==> src/rtl/dmem_port_arbiter.sv <==
// rtl/dmem_port_arbiter.sv - shares one synchronous data-memory port among NUM_CH requesters
//
// Purpose: grants at most one request per cycle (round-robin or fixed priority),
// drives the single memory port, and routes each read result back to its owner
// through a READ_LAT-deep tag pipeline.
//
// Ports:
//   clock     in   master clock, rising edge
//   reset     in   asynchronous active-high reset
//   req       in   per-channel request, held until gnt
//   we        in   per-channel write enable, qualified by req
//   addr      in   per-channel word address, ch i at [i*ADDR_W +: ADDR_W]
//   wdata     in   per-channel write data, ch i at [i*DATA_W +: DATA_W]
//   gnt       out  one-hot grant, access issued this cycle
//   rvalid    out  one-hot, rdata belongs to that channel
//   rdata     out  shared read data (mem_q)
//   mem_addr  out  memory address
//   mem_wdata out  memory write data
//   mem_wren  out  memory write enable
//   mem_q     in   memory read data, READ_LAT cycles after the address

module dmem_port_arbiter #(
  parameter int NUM_CH    = 4,
  parameter int ADDR_W    = 12,
  parameter int DATA_W    = 32,
  parameter int READ_LAT  = 1,
  parameter int PRIO_MODE = 0
) (
  input  logic                     clock,
  input  logic                     reset,
  input  logic [NUM_CH-1:0]        req,
  input  logic [NUM_CH-1:0]        we,
  input  logic [NUM_CH*ADDR_W-1:0] addr,
  input  logic [NUM_CH*DATA_W-1:0] wdata,
  output logic [NUM_CH-1:0]        gnt,
  output logic [NUM_CH-1:0]        rvalid,
  output logic [DATA_W-1:0]        rdata,
  output logic [ADDR_W-1:0]        mem_addr,
  output logic [DATA_W-1:0]        mem_wdata,
  output logic                     mem_wren,
  input  logic [DATA_W-1:0]        mem_q
);

  localparam int IDX_W = (NUM_CH > 1) ? $clog2(NUM_CH) : 1;

  logic [IDX_W-1:0]  rr_ptr;
  logic [IDX_W-1:0]  win_idx;
  logic              win_valid;
  logic [ADDR_W-1:0] win_addr;
  logic [DATA_W-1:0] win_wdata;
  logic [ADDR_W-1:0] addr_q;
  logic [DATA_W-1:0] wdata_q;
  int                cand;

  logic [READ_LAT-1:0] tag_v;
  logic [IDX_W-1:0]    tag_id [READ_LAT];

  // Search starts at rr_ptr (or 0 in fixed-priority mode) and wraps; the first
  // requester found wins. Reset suppresses any winner.
  always_comb begin
    win_valid = 1'b0;
    win_idx   = '0;
    cand      = 0;
    for (int i = 0; i < NUM_CH; i++) begin
      cand = (PRIO_MODE != 0) ? i : int'(rr_ptr) + i;
      if (cand >= NUM_CH) cand = cand - NUM_CH;
      if (!win_valid && req[cand]) begin
        win_valid = 1'b1;
        win_idx   = cand[IDX_W-1:0];
      end
    end
    if (reset) win_valid = 1'b0;
  end

  always_comb begin
    gnt = '0;
    if (win_valid) gnt[win_idx] = 1'b1;
  end

  assign win_addr  = addr[int'(win_idx)*ADDR_W +: ADDR_W];
  assign win_wdata = wdata[int'(win_idx)*DATA_W +: DATA_W];

  // Without a winner the port shows the last issued address/data from a
  // register, so the memory inputs do not follow idle request lines.
  assign mem_addr  = win_valid ? win_addr : addr_q;
  assign mem_wdata = win_valid ? win_wdata : wdata_q;
  assign mem_wren  = win_valid & we[win_idx];

  always_ff @(posedge clock or posedge reset) begin
    if (reset) begin
      rr_ptr  <= '0;
      addr_q  <= '0;
      wdata_q <= '0;
    end else if (win_valid) begin
      addr_q  <= win_addr;
      wdata_q <= win_wdata;
      if (PRIO_MODE == 0)
        rr_ptr <= (win_idx == IDX_W'(NUM_CH - 1)) ? '0 : win_idx + 1'b1;
    end
  end

  // Tag pipeline: stage 0 is loaded at the end of the grant cycle, so the last
  // stage is valid exactly READ_LAT cycles after gnt, aligned with mem_q.
  always_ff @(posedge clock or posedge reset) begin
    if (reset) begin
      tag_v <= '0;
      for (int s = 0; s < READ_LAT; s++) tag_id[s] <= '0;
    end else begin
      tag_v[0]  <= win_valid & ~we[win_idx];
      tag_id[0] <= win_idx;
      for (int s = 1; s < READ_LAT; s++) begin
        tag_v[s]  <= tag_v[s-1];
        tag_id[s] <= tag_id[s-1];
      end
    end
  end

  always_comb begin
    rvalid = '0;
    if (tag_v[READ_LAT-1]) rvalid[tag_id[READ_LAT-1]] = 1'b1;
  end

  assign rdata = mem_q;

endmodule

==> config.mk <==
export PLATFORM = sky130hd
export DESIGN_NAME = dmem_port_arbiter
export DESIGN_NICKNAME = d
export VERILOG_FILES = /design/src/rtl/dmem_port_arbiter.sv
export SDC_FILE = /design/constraint.sdc
export NUM_CORES = 1
export LEC_CHECK = 0
export ABC_AREA = 1
export CAP_MARGIN = 20
export CORE_ASPECT_RATIO = 2
export CORE_MARGIN = 2
export CORE_UTILIZATION = 28
export DETAILED_ROUTE_END_ITERATION = 10
export DONT_BUFFER_PORTS = 1
export PLACE_DENSITY = 0.46
export SETUP_SLACK_MARGIN = 0.1
export SYNTH_ARGS = -nofsm -noshare
export SYNTH_HDL_FRONTEND = slang
export SYNTH_SLANG_ARGS = --single-unit
==> constraint.sdc <==
create_clock -name clock -period 5.68 [get_ports clock]
set_clock_uncertainty 0.15 [all_clocks]
set_input_delay 0.852 -clock clock [delete_from_list [all_inputs] [get_ports clock]]
set_output_delay 0.852 -clock clock [all_outputs]
set_load 0.01 [all_outputs]
## Word-level counts from Yosys, hierarchy flattened

Index checks and enable logic that the tools add are counted.
Widths: inputs -> output; s select.

- Register bits: 49
- Output and inout bits: 85
- Logic and storage cells: 76

- Add/sub/neg operators: 8
- Multiply operators: 1
- $lt $le $gt $ge: 12
- Equal/unequal tests: 1
- Shifts and indexed selects: 2
- Muxes and demuxes: 36
- Bitwise operators: 3
- Reduce and logical (&&, ||, !) cells: 8

Operators by type and width:

| cell | number |
|---|---|
| $mux 32 | 5 |
| $lt 32x4->1 const B | 4 |
| $shiftx 128x8->32 | 1 |
| $shiftx 48x7->12 | 1 |
| $mux 1 | 16 |
| $mux 12 | 1 |
| $sub 3x3->4 const B | 3 |
| $bmux 1 s2 | 5 |
| $mux 2 | 5 |
| $ge 3x3->1 const B | 3 |
| $mux 4 | 2 |
| $add 2x2->3 const B | 2 |
| $lt 2x3->1 const B | 2 |
| $logic_and 1x1->1 | 5 |
| $demux 1 s2 | 2 |
| $ge 2x1->1 const B | 2 |
| $mul 2x2->4 const B | 1 |
| $sub 2x3->4 const B | 1 |
| $add 2x1->3 const B | 1 |
| $ge 2x3->1 const B | 1 |
| $logic_not 1->1 | 3 |
| $add 2x1->2 const B | 1 |
| $and 1x1->1 | 2 |
| $eq 2x2->1 const B | 1 |
| $not 1->1 | 1 |

## Longest topological paths before layout

Gate-level depths: netlist of the first run.

- Depth in word-level cells: 20
- Depth in mapped cells: 16
- Depth with buffers taken out: 14

## Least setup slack after synthesis of the first run

No wires, ideal clock.

- Path kind: input to output
- Start: input reset
- End: output mem_addr[0]
- Arrival time: 2.863 ns
- Slack: 1.815 ns
- Stages on the path: 7
- Path buffers: 2
- Path through: inv_1 > nand2_1 > inv_1 > buf_2 > buf_2 > nand2_1 > nand2_1

- Word-level cells in the longest chain between the ends: 2

Ends and longest elaborated chain:

| element | RTL line | text |
|---|---|---|
| start: declaration | 30 | `input logic reset,` |
| $mux 1 | 72 | `if (reset) win_valid = 1'b0;` |
| $mux 12 | n/a |  |
| end: declaration | 38 | `output logic [ADDR_W-1:0] mem_addr,` |

No other way between the ends.

## Worst setup path after layout of the first run

- Start: register rr_ptr[0]
- End: output mem_wren

- Word-level cells in the longest chain between the ends: 18

Ends and longest elaborated chain:

| element | RTL line | text |
|---|---|---|
| start: declaration | 46 | `logic [IDX_W-1:0] rr_ptr;` |
| start signal: assignment | 98 | `rr_ptr <= (win_idx == IDX_W'(NUM_CH - 1)) ? '0 : win_idx + 1'b1;` |
| branches (longest 14 deep; another with $sub 3x3->4) | n/a |  |
| $mux 2 * | 67 | `if (!win_valid && req[cand]) begin` |
| via win_idx[0] | 47 | `logic [IDX_W-1:0] win_idx;` |
| $bmux 1 s2 * | 87 | `assign mem_wren = win_valid & we[win_idx];` |
| $mux 1 (implied by the code) * | 87 |  |
| $and 1x1->1 * | 87 |  |
| end: declaration | 40 | `output logic mem_wren,` |

Mark *: on every way through the listed nets, which the timed path passes. The select of a mux whose other input is x is not followed.

==> results of run 1 <==
[through the flow]
| step | utilization | worst slack, ns |
|---|---|---|
| global route | 0.2808 | 0.8141 |
| global placement | 0.2704 | 1.339 |
| floorplan | - | 1.815 |
| CTS | 0.2808 | 1.115 |
| detailed placement | 0.2704 | 1.322 |
| finish | 0.2808 | 1.165 |
[Yosys cell counts]
master | instances | area share
inv_1 | 152 | 0.12
nor2_1 | 6 | 0.0048
inv_2 | 3 | 0.0024
dfrtp_1 | 49 | 0.26
clkbuf_1 | 14 | 0.011
a31oi_1 | 1 | 0.0013
nand2_2 | 4 | 0.0053
a21oi_1 | 2 | 0.0021
buf_4 | 36 | 0.058
nor2_4 | 1 | 0.0024
ha_1 | 4 | 0.011
nand2_4 | 1 | 0.0024
nand3_1 | 139 | 0.15
buf_1 | 3 | 0.0024
nand3_2 | 1 | 0.0021
o21ai_1 | 1 | 0.0011
buf_2 | 19 | 0.020
nand4_1 | 1 | 0.0013
nand2_1 | 302 | 0.24
o21ai_0 | 2 | 0.0021
nor3_1 | 4 | 0.0043
nand3b_1 | 46 | 0.074
buf_6 | 8 | 0.019
nor2_2 | 1 | 0.0013
[power by group through the flow]
| stage | Sequential (mW) | Clock (mW) | Combinational, mW |
|---|---|---|---|
| after floorplan | 0.581 | 0 | 2.53 |
| after global placement | 0.602 | 0 | 2.92 |
| after detailed placement | 0.604 | 0 | 2.92 |
| after CTS | 0.599 | 0.372 | 2.93 |
| after global routing | 0.615 | 0.379 | 3.31 |
| final | 0.599 | 0.351 | 2.88 |
[final cells by class]
type	count	area [um2]	share of cell area
clock buffer	7	142.6	0.03060
clock inverter	1	30.03	0.006443
inverter	155	581.8	0.1248
multi-input combinational	516	2384	0.5114
sequential	49	1226	0.2631
tap	207	259.0	0.05557
timing repair buffer	5	37.54	0.008054
[worst paths after layout]
check / end / slack (ns) / cells after the start
max in group asynchronous: wdata_q[18]$_DFF_PP0_ / 4.42 / 2
min in group asynchronous: addr_q[10]$_DFF_PP0_ / 0.52 / 2
max reg2reg: rr_ptr[1]$_DFFE_PP0P_ / 2.09 / 12
min reg2reg: wdata_q[10]$_DFF_PP0_ / 0.40 / 2
max: mem_wren / 1.17 / 12
min: wdata_q[10]$_DFF_PP0_ / 0.40 / 2
[cells by family (layout without fill, tap and decap cells)]
| group | count (synthesis) | count (layout) | share of synthesized area |
|---|---|---|---|
| flops | 49 | 49 | 0.2611 |
| compound gates | 6 | 6 | 0.006661 |
| simple gates | 506 | 506 | 0.4871 |
| fa+ha+maj | 4 | 4 | 0.01066 |
| buf+inv | 235 | 168 | 0.2345 |
[registers in the layout, indices dropped and copies added (netlist names)]
| signal | cells |
|---|---|
| wdata_q | 32 |
| tag_v | 1 |
| addr_q | 12 |
| rr_ptr | 2 |
| tag_id | 2 |
[per-layer routing]
layer | share of wire | track usage
met1 | 0.41 | 0.1701
met2 | 0.49 | 0.2488
met3 | 0.084 | 0.03304
met4 | 0.012 | 0.03407
met5 | 0 | 0
[critical path: stages (launching register included)]
cell and delay [ns]:
dfrtp_1 0.59, inv_2 0.16, nand2_1 0.10, nand2_2 0.09, nand2_1 0.07, nand2_1 0.06
a21oi_1 0.22, nand2_4 0.31, nand2_4 0.81, inv_1 0.24, nand2_1 0.11, nand3_1 0.09
a21oi_1 0.29
==> metrics.txt, run 1 <==
CTS H-tree lvls 2; post-synth cell types 24; Final ANT Viol Nets 0; n_diodes 0; Boundary Pins ~300; GP Congestion 0.7944; Worst VDD drop between 0.4 and 0.5 mV; Core ar. roughly 17000 um2; largest net degree at the start of global routing 95; vias in the first global route between 4000 and 5000; DR vias 4445; PortBufs 0; most frequent cells in the layout 300 x nand2_1, 150 x inv_1, 139 x nand3_1; CP arrival around 3.5 ns; Slew Limit Fails 0; Leak between 2 and 3 nW; WHS around 0.4 ns; die height 187.1 um; maximum clock frequency roughly 220 MHz; cts repair resizes 0; Pre-antenna DRT Iters 5; syn_area_per_cell 5.870 um2; fill count 1899; CTS sink count 49; Residual DRC 0; Clk Tree Root Cell clkbuf_16; Total Routing Usage GR 0.1415; Ys Warns 0; # rows 67; switching share of power 0.5957; Worst Path Max Fanout 94; PwrDens between 800 and 900 nW/um2; clock network power share 0.092; Worst setup SP type flop; Gate Count Post-Synth 800; Synth Net Count slightly above 1000; WS Path Type reg2out; CTS tree done; fin area about 4700 um2; CP startpoint rr_ptr[0]$_DFFE_PP0P_; nets@finish 954; Worst Hold Class reg2reg; CTS Buffer Depth 2; hold path startpoint wdata_q[10]$_DFF_PP0_; GRT overflow 0; part of the power in combinational logic 0.752; DP HPWL between 9 and 10 mm; Clk pin slew, worst setup/hold paths 0.07 ns; worst endpoint required time roughly 4.7 ns; clock latency on the worst-skew pair between 0.2 and 0.3 ns; outcome completed; hold_buf cts 0; Placed Area between 4000 and 5000 um2; setup TNS 0 ns; final worst-path cycle share 0.7948; Net Sw Power between 2 and 2.5 mW; Cells after DPL around 930; initial core utilization 0.2829; relative slew slack 0.3427; Via density about 4.7; first-pass GRT wire length slightly above 20 mm; initial antenna violation count 0; most common cell after layout, fill and taps aside nand2_1; CTS Buf Count 5; drt first-iter violations around 130; RSZ-0062 raised after global routing false; Setup Buffers After CTS 0; Synth-to-Final Area Change -0.7461%; fin crit period about 4.5 ns; max-cap violations 0; Worst Tran Pin Value around 0.99 ns; sequential share of power 0.157; Non-Filler Instances 940; CP endpoint kind output port; die width between 90 and 100 um; final WL between 10 and 15 mm; endpoints failing setup 0; final hold viol count 0; Tot Pwr 3.826 mW; FF+latch count, synth 49; Power Internal 1.547 mW; r2r startpoint rr_ptr[0]$_DFFE_PP0P_; post-synthesis cell area 4696 um2; area of the die approximately 18000 um2; WL/cell 14.18 um; Seq/Total Area, Yosys 0.2611; ratio of cells with drive above 1 in the final layout 0.03683
Note: power is estimated with default switching activity, not from simulation.
==> inputs of run 2 (changes only) <==
clock period = 4.2 ns   (was 5.68 ns; I/O delays follow)
==> run 2 against run 1 <==
Critical path depth unchanged; clock power increased by 15%; via count increased by 0.45%; register-to-register slack got worse by 0.78 ns; routed wire length increased by 2.8%; largest power group unchanged; count of clock-buffer cells in the layout decreased by 2; non-clock buffer count increased by 4; final cell count increased by 0.21%.
==> metrics.txt, run 2 (synthesized netlist as in run 1, its figures left out) <==
PwrDens 1111 nW/um2 (+35%); ratio of cells with drive above 1 in the final layout 0.04082 (+0.003981); GRT overflow 0 (unchanged); CTS sink count 49 (unchanged); CTS Buf Count 5 (unchanged); Setup Buffers After CTS 0 (unchanged); Final WS setup 0.5387 ns (-0.6267 ns); maximum clock frequency approximately 270 MHz; area of the die 17890 um2 (unchanged); Synth-to-Final Area Change -0.4797%; max-cap violations 0 (unchanged); Worst Hold Class in2async; fill count 1901 (+0.11%); RSZ-0062 raised after global routing false; Residual DRC 0 (unchanged); clock latency on the worst-skew pair 0.30 ns (+0.02 ns); Pre-antenna DRT Iters 6 (+1); Tot Pwr 5.193 mW (+36%); DP HPWL 9.767 mm (+3.0%); most frequent cells in the layout 300 x nand2_1, 150 x inv_1, 139 x nand3_1; nets@finish 958 (+0.42%); Total Routing Usage GR 0.1464 (+0.004888); Core ar. 16600 um2 (unchanged); Final ANT Viol Nets 0 (unchanged); worst endpoint required time 3.42 ns (-1.26 ns); Cells after DPL 936 (+0.43%); Worst VDD drop 0.5726 mV (+30%); drt first-iter violations 141 (+9.3%); vias in the first global route 4087 (+1.1%); biggest regs wdata_q (32), addr_q (12); initial core utilization 0.2829 (unchanged); Boundary Pins 303 (unchanged); outcome completed; relative slew slack 0.3899 (+0.04719); final worst-path cycle share 0.8717; Util after Layout 0.2815 (+0.0007540); CTS tree done; # rows 67 (unchanged); fin crit period around 3.7 ns; number of flip-flops in the largest register 32 (unchanged); n_diodes 0 (unchanged); initial antenna violation count 0 (unchanged); DR vias 4465 (+0.45%); Non-Filler Instances 942 (+0.21%); CP endpoint kind output port; GP Congestion 0.7701 (-3.1%); Worst Tran Pin Value 0.9151 ns (-0.07079 ns); WS Path Type reg2out; CTS Buffer Depth 2 (unchanged); endpoints failing setup 0 (unchanged); Slew Limit Fails 0 (unchanged); pre-CTS setup slack 0.9098 ns (-0.4118 ns); WL/cell 14.54 um (+2.6%); CTS H-tree lvls 2 (unchanged); final WL 13.70 mm (+2.8%); Via density 4.740 (+0.24%); Clk pin slew, worst setup/hold paths 0.07 ns (about the same); Worst setup SP type flop; final hold viol count 0 (unchanged); Leak 2.860 nW (+0.33%); die width 95.57 um (unchanged); hold_buf cts 0 (unchanged); most common cell after layout, fill and taps aside nand2_1; first-pass GRT wire length 20.87 mm (+2.4%); CP arrival 2.88 ns (-0.63 ns); PortBufs 0 (unchanged); Most flops, register wdata_q; Clk Tree Root Cell clkbuf_16; cts repair resizes 0 (unchanged); largest net degree at the start of global routing 90 (-5.3%); die height 187.1 um (unchanged); setup TNS 0 ns (unchanged); Worst Path Max Fanout 89 (-5.3%)
## run 2: changes by cell type in the layout (fill, tap and decap cells not counted)
cell | previous run | this run
buf_4 | 5 | 7
clkbuf_1 | 1 | 0
buf_12 | 0 | 2
bufinv_16 | 1 | 0
clkinv_2 | 0 | 1
clkbuf_8 | 1 | 0
## run 2: final timing paths
kind,to,from,cells past startpoint,slack [ns]
setup / recovery,mem_wdata[23],rr_ptr[0]$_DFFE_PP0P_,12,0.54
hold / removal,wdata_q[0]$_DFF_PP0_,reset,2,0.29
setup reg to reg,wdata_q[23]$_DFF_PP0_,rr_ptr[0]$_DFFE_PP0P_,12,1.31
hold reg to reg,wdata_q[30]$_DFF_PP0_,wdata_q[30]$_DFF_PP0_,2,0.39
max in group asynchronous,wdata_q[22]$_DFF_PP0_,reset,2,3.16
min in group clock,wdata_q[30]$_DFF_PP0_,wdata_q[30]$_DFF_PP0_,2,0.39
## run 2: through the flow
stage          hold WS (ns)  area [um2]
6_report             0.2850        4673
5_1_grt              0.3447        4673
4_1_cts              0.3118        4673
3_5_place_dp         0.3787        4543
3_3_place_gp         0.3804        4543
2_1_floorplan        0.3558        4696
## run 2: power by group
part	leakage (nW)	switching, mW	internal (mW)
registers	0.601	0.0815	0.725
clock network	0.0655	0.189	0.214
logic	2.19	2.84	1.14
total	2.86	3.11	2.08
## run 2: cell type report
class                   count  area [um2]  share of cell area
clock inverters             1       5.005            0.001071
repair buffers              9       92.59             0.01981
well taps                 207       259.0             0.05542
clock buffers               5       125.1             0.02677
multi-input cells         516        2384              0.5100
inverters                 155       581.8              0.1245
flip-flops and latches     49        1226              0.2624
## run 2: routing by layer
metal  up-vias  wire length (um)  track usage
met5         -                 0            0
met1      2005              5662       0.1731
met2       203              6557       0.2504
met4         0               200      0.04341
met3        11              1279      0.04311
li1       2246                 -            -
## run 2: critical path, cell delays in order (launching register included)
cell,delay [ns]
dfrtp_1,0.60
inv_2,0.16
nand2_1,0.11
nand3_1,0.10
nand2_2,0.13
a21oi_1,0.08
nand2_4,0.08
buf_4,0.70
nand3_1,0.15
nand3_1,0.14
nand2_1,0.06
nand2_1,0.05
nand2_1,0.14
==> inputs of run 3 (changes only) <==
--- a/config.mk
+++ b/config.mk
@@ -12,2 +12,3 @@
 export CORE_UTILIZATION = 28
+export CTS_BUF_LIST = sky130_fd_sc_hd__clkbuf_8
 export DETAILED_ROUTE_END_ITERATION = 10
@@ -16,2 +17,3 @@
 export SETUP_SLACK_MARGIN = 0.1
+export SKIP_LAST_GASP = 1
 export SYNTH_ARGS = -nofsm -noshare
--- a/constraint.sdc
+++ b/constraint.sdc
@@ -4,2 +4,2 @@
 set_output_delay 0.63 -clock clock [all_outputs]
-set_load 0.01 [all_outputs]
+set_load 0.005 [all_outputs]
==> run 3 against run 2 <==
First-iteration DRC count down 7.1%; die area unchanged; power down 3.7%; combinational power down 4%; count of clock-buffer cells in the layout up 1; sequential power about the same; via count down 0.87%; largest cell class unchanged; largest power group unchanged.
==> metrics.txt, run 3 (synthesized netlist as in run 1, its figures left out) <==
outcome completed; Clk pin slew, worst setup/hold paths 0.10 ns (+0.03 ns); CTS Buf Count 5 (unchanged); die height 187.1 um (unchanged); CP endpoint kind output port; sequential share of power 0.162 (+0.007); Worst Tran Pin Value 0.6548 ns (-0.2603 ns); PortBufs 0 (unchanged); first-pass GRT wire length 20.49 mm (-1.8%); area of the die 17890 um2 (unchanged); drt first-iter violations 131 (-7.1%); fin crit period 3.614 ns (-0.04707 ns); final WL 13.58 mm (-0.91%); Via density 4.679 (-1.3%); sequential cell area 1226 um2 (unchanged); Setup Buffers After CTS 0 (unchanged); final worst-path cycle share 0.8605 (-0.01121); Clk Tree Root Cell clkbuf_8; Worst VDD drop 0.7660 mV (+34%); worst endpoint required time 3.42 ns (about the same); hold_buf cts 0 (unchanged); CTS H-tree lvls 2 (unchanged); clock latency on the worst-skew pair 0.30 ns (about the same); area of the multi-input gates 2384 um2 (unchanged); Most flops, register wdata_q; Residual DRC 0 (unchanged); relative slew slack 0.5635 (+0.1735); DP HPWL 10.04 mm (+2.8%); biggest regs wdata_q (32), addr_q (12); DR vias 4426 (-0.87%); RSZ-0062 raised after global routing false; GP Congestion 0.8224 (+6.8%); nets@finish 960 (+0.21%); number of flip-flops in the largest register 32 (unchanged); cts repair resizes 0 (unchanged); Worst Hold Class in2async; Boundary Pins 303 (unchanged); Worst Path Max Fanout 49 (-45%); Worst setup SP type flop; clock network power share 0.072 (-0.006); Leak 2.866 nW (+0.22%); Net Sw Power 2.932 mW (-5.8%); Synth-to-Final Area Change -0.4530% (about the same); part of the power in combinational logic 0.767 (about the same); initial antenna violation count 0 (unchanged); Slew Limit Fails 0 (unchanged); # rows 67 (unchanged); maximum clock frequency 276.7 MHz (+1.3%); endpoints failing setup 0 (unchanged); CTS Buffer Depth 2 (unchanged); setup TNS 0 ns (unchanged); ratio of cells with drive above 1 in the final layout 0.04465 (+0.003839); WS Path Type reg2out; vias in the first global route 4098 (+0.27%); Pre-antenna DRT Iters 4 (-2); most common cell after layout, fill and taps aside nand2_1; Total Routing Usage GR 0.1430 (-0.003358); CTS tree done; most frequent cells in the layout 300 x nand2_1, 151 x inv_1, 139 x nand3_1; initial core utilization 0.2829 (unchanged); switching share of power 0.5863 (-0.01282); PwrDens 1070 nW/um2 (-3.7%); GRT overflow 0 (unchanged); Final ANT Viol Nets 0 (unchanged); CP arrival 2.83 ns (-0.05 ns); WHS 0.2609 ns (-0.02409 ns); fill count 1908 (+0.37%); Power Internal 2.069 mW (-0.62%); CTS sink count 49 (unchanged); max-cap violations 0 (unchanged); die width 95.57 um (unchanged); largest net degree at the start of global routing 51 (-43%); Core ar. 16600 um2 (unchanged); WL/cell 14.35 um (-1.3%); n_diodes 0 (unchanged); final hold viol count 0 (unchanged)
run 3: cell count changes in the layout (fill, tap and decap cells not counted):
cell / change
buf_4: +2
inv_1: +1
bufinv_16: +1
clkinv_2: -1
clkbuf_16: -5
clkbuf_8: +6
run 3: critical path: stages (launching register included):
cell	delay (ns)
dfrtp_1	0.62
inv_2	0.16
nand2_1	0.10
nand2_2	0.09
nand2_1	0.07
nand2_1	0.07
a21oi_1	0.22
nand2_4	0.10
nand2_4	0.39
buf_12	0.29
nand2_1	0.09
nand3_1	0.09
nand2_1	0.06
nand2_1	0.05
nand2_1	0.10
run 3: cell type report:
class	instances	share of cell area
repair buffers	11	0.02302
well taps	207	0.05541
clock inverters	2	0.007227
flip-flops and latches	49	0.2623
clock buffers	6	0.01767
multi-input cells	516	0.5099
inverters	155	0.1245
run 3: through the flow:
stage / setup WS (ns) / cells / total power, mW / util / cell area, um2
after floorplan: 0.8105 / 800 / 4.022 / - / 4696
after global placement: 0.9314 / 938 / 4.718 / 0.2746 / 4558
after detailed placement: 0.9140 / 938 / 4.704 / 0.2746 / 4558
after CTS: 0.5512 / 946 / 5.093 / 0.2816 / 4674
after global routing: 0.2757 / 946 / 5.646 / 0.2816 / 4674
final: 0.5858 / 946 / 5.001 / 0.2816 / 4674
run 3: power groups by stage:
stage	registers (mW)	clock network [mW]	logic (mW)
2_1_floorplan	0.786	0	3.24
3_3_place_gp	0.812	0	3.91
3_5_place_dp	0.816	0	3.89
4_1_cts	0.807	0.385	3.90
5_1_grt	0.830	0.399	4.42
6_report	0.809	0.358	3.83
run 3: final timing paths:
kind	startpoint	cells after the start	slack [ns]	end
min in group clock	wdata_q[14]$_DFF_PP0_	2	0.37	wdata_q[14]$_DFF_PP0_
min reg2reg	wdata_q[14]$_DFF_PP0_	2	0.37	wdata_q[14]$_DFF_PP0_
max	rr_ptr[0]$_DFFE_PP0P_	14	0.59	mem_wdata[23]
max reg2reg	rr_ptr[0]$_DFFE_PP0P_	12	1.39	rr_ptr[1]$_DFFE_PP0P_
max in group asynchronous	reset	2	3.21	wdata_q[19]$_DFF_PP0_
min	reset	2	0.26	wdata_q[5]$_DFF_PP0_
run 3: metal layers:
metal,global-route usage,share of wire,routed length [um]
met1,0.1690,0.42,5665
met2,0.2474,0.48,6449
met3,0.03989,0.090,1220
met4,0.04011,0.018,239
met5,0,0,0
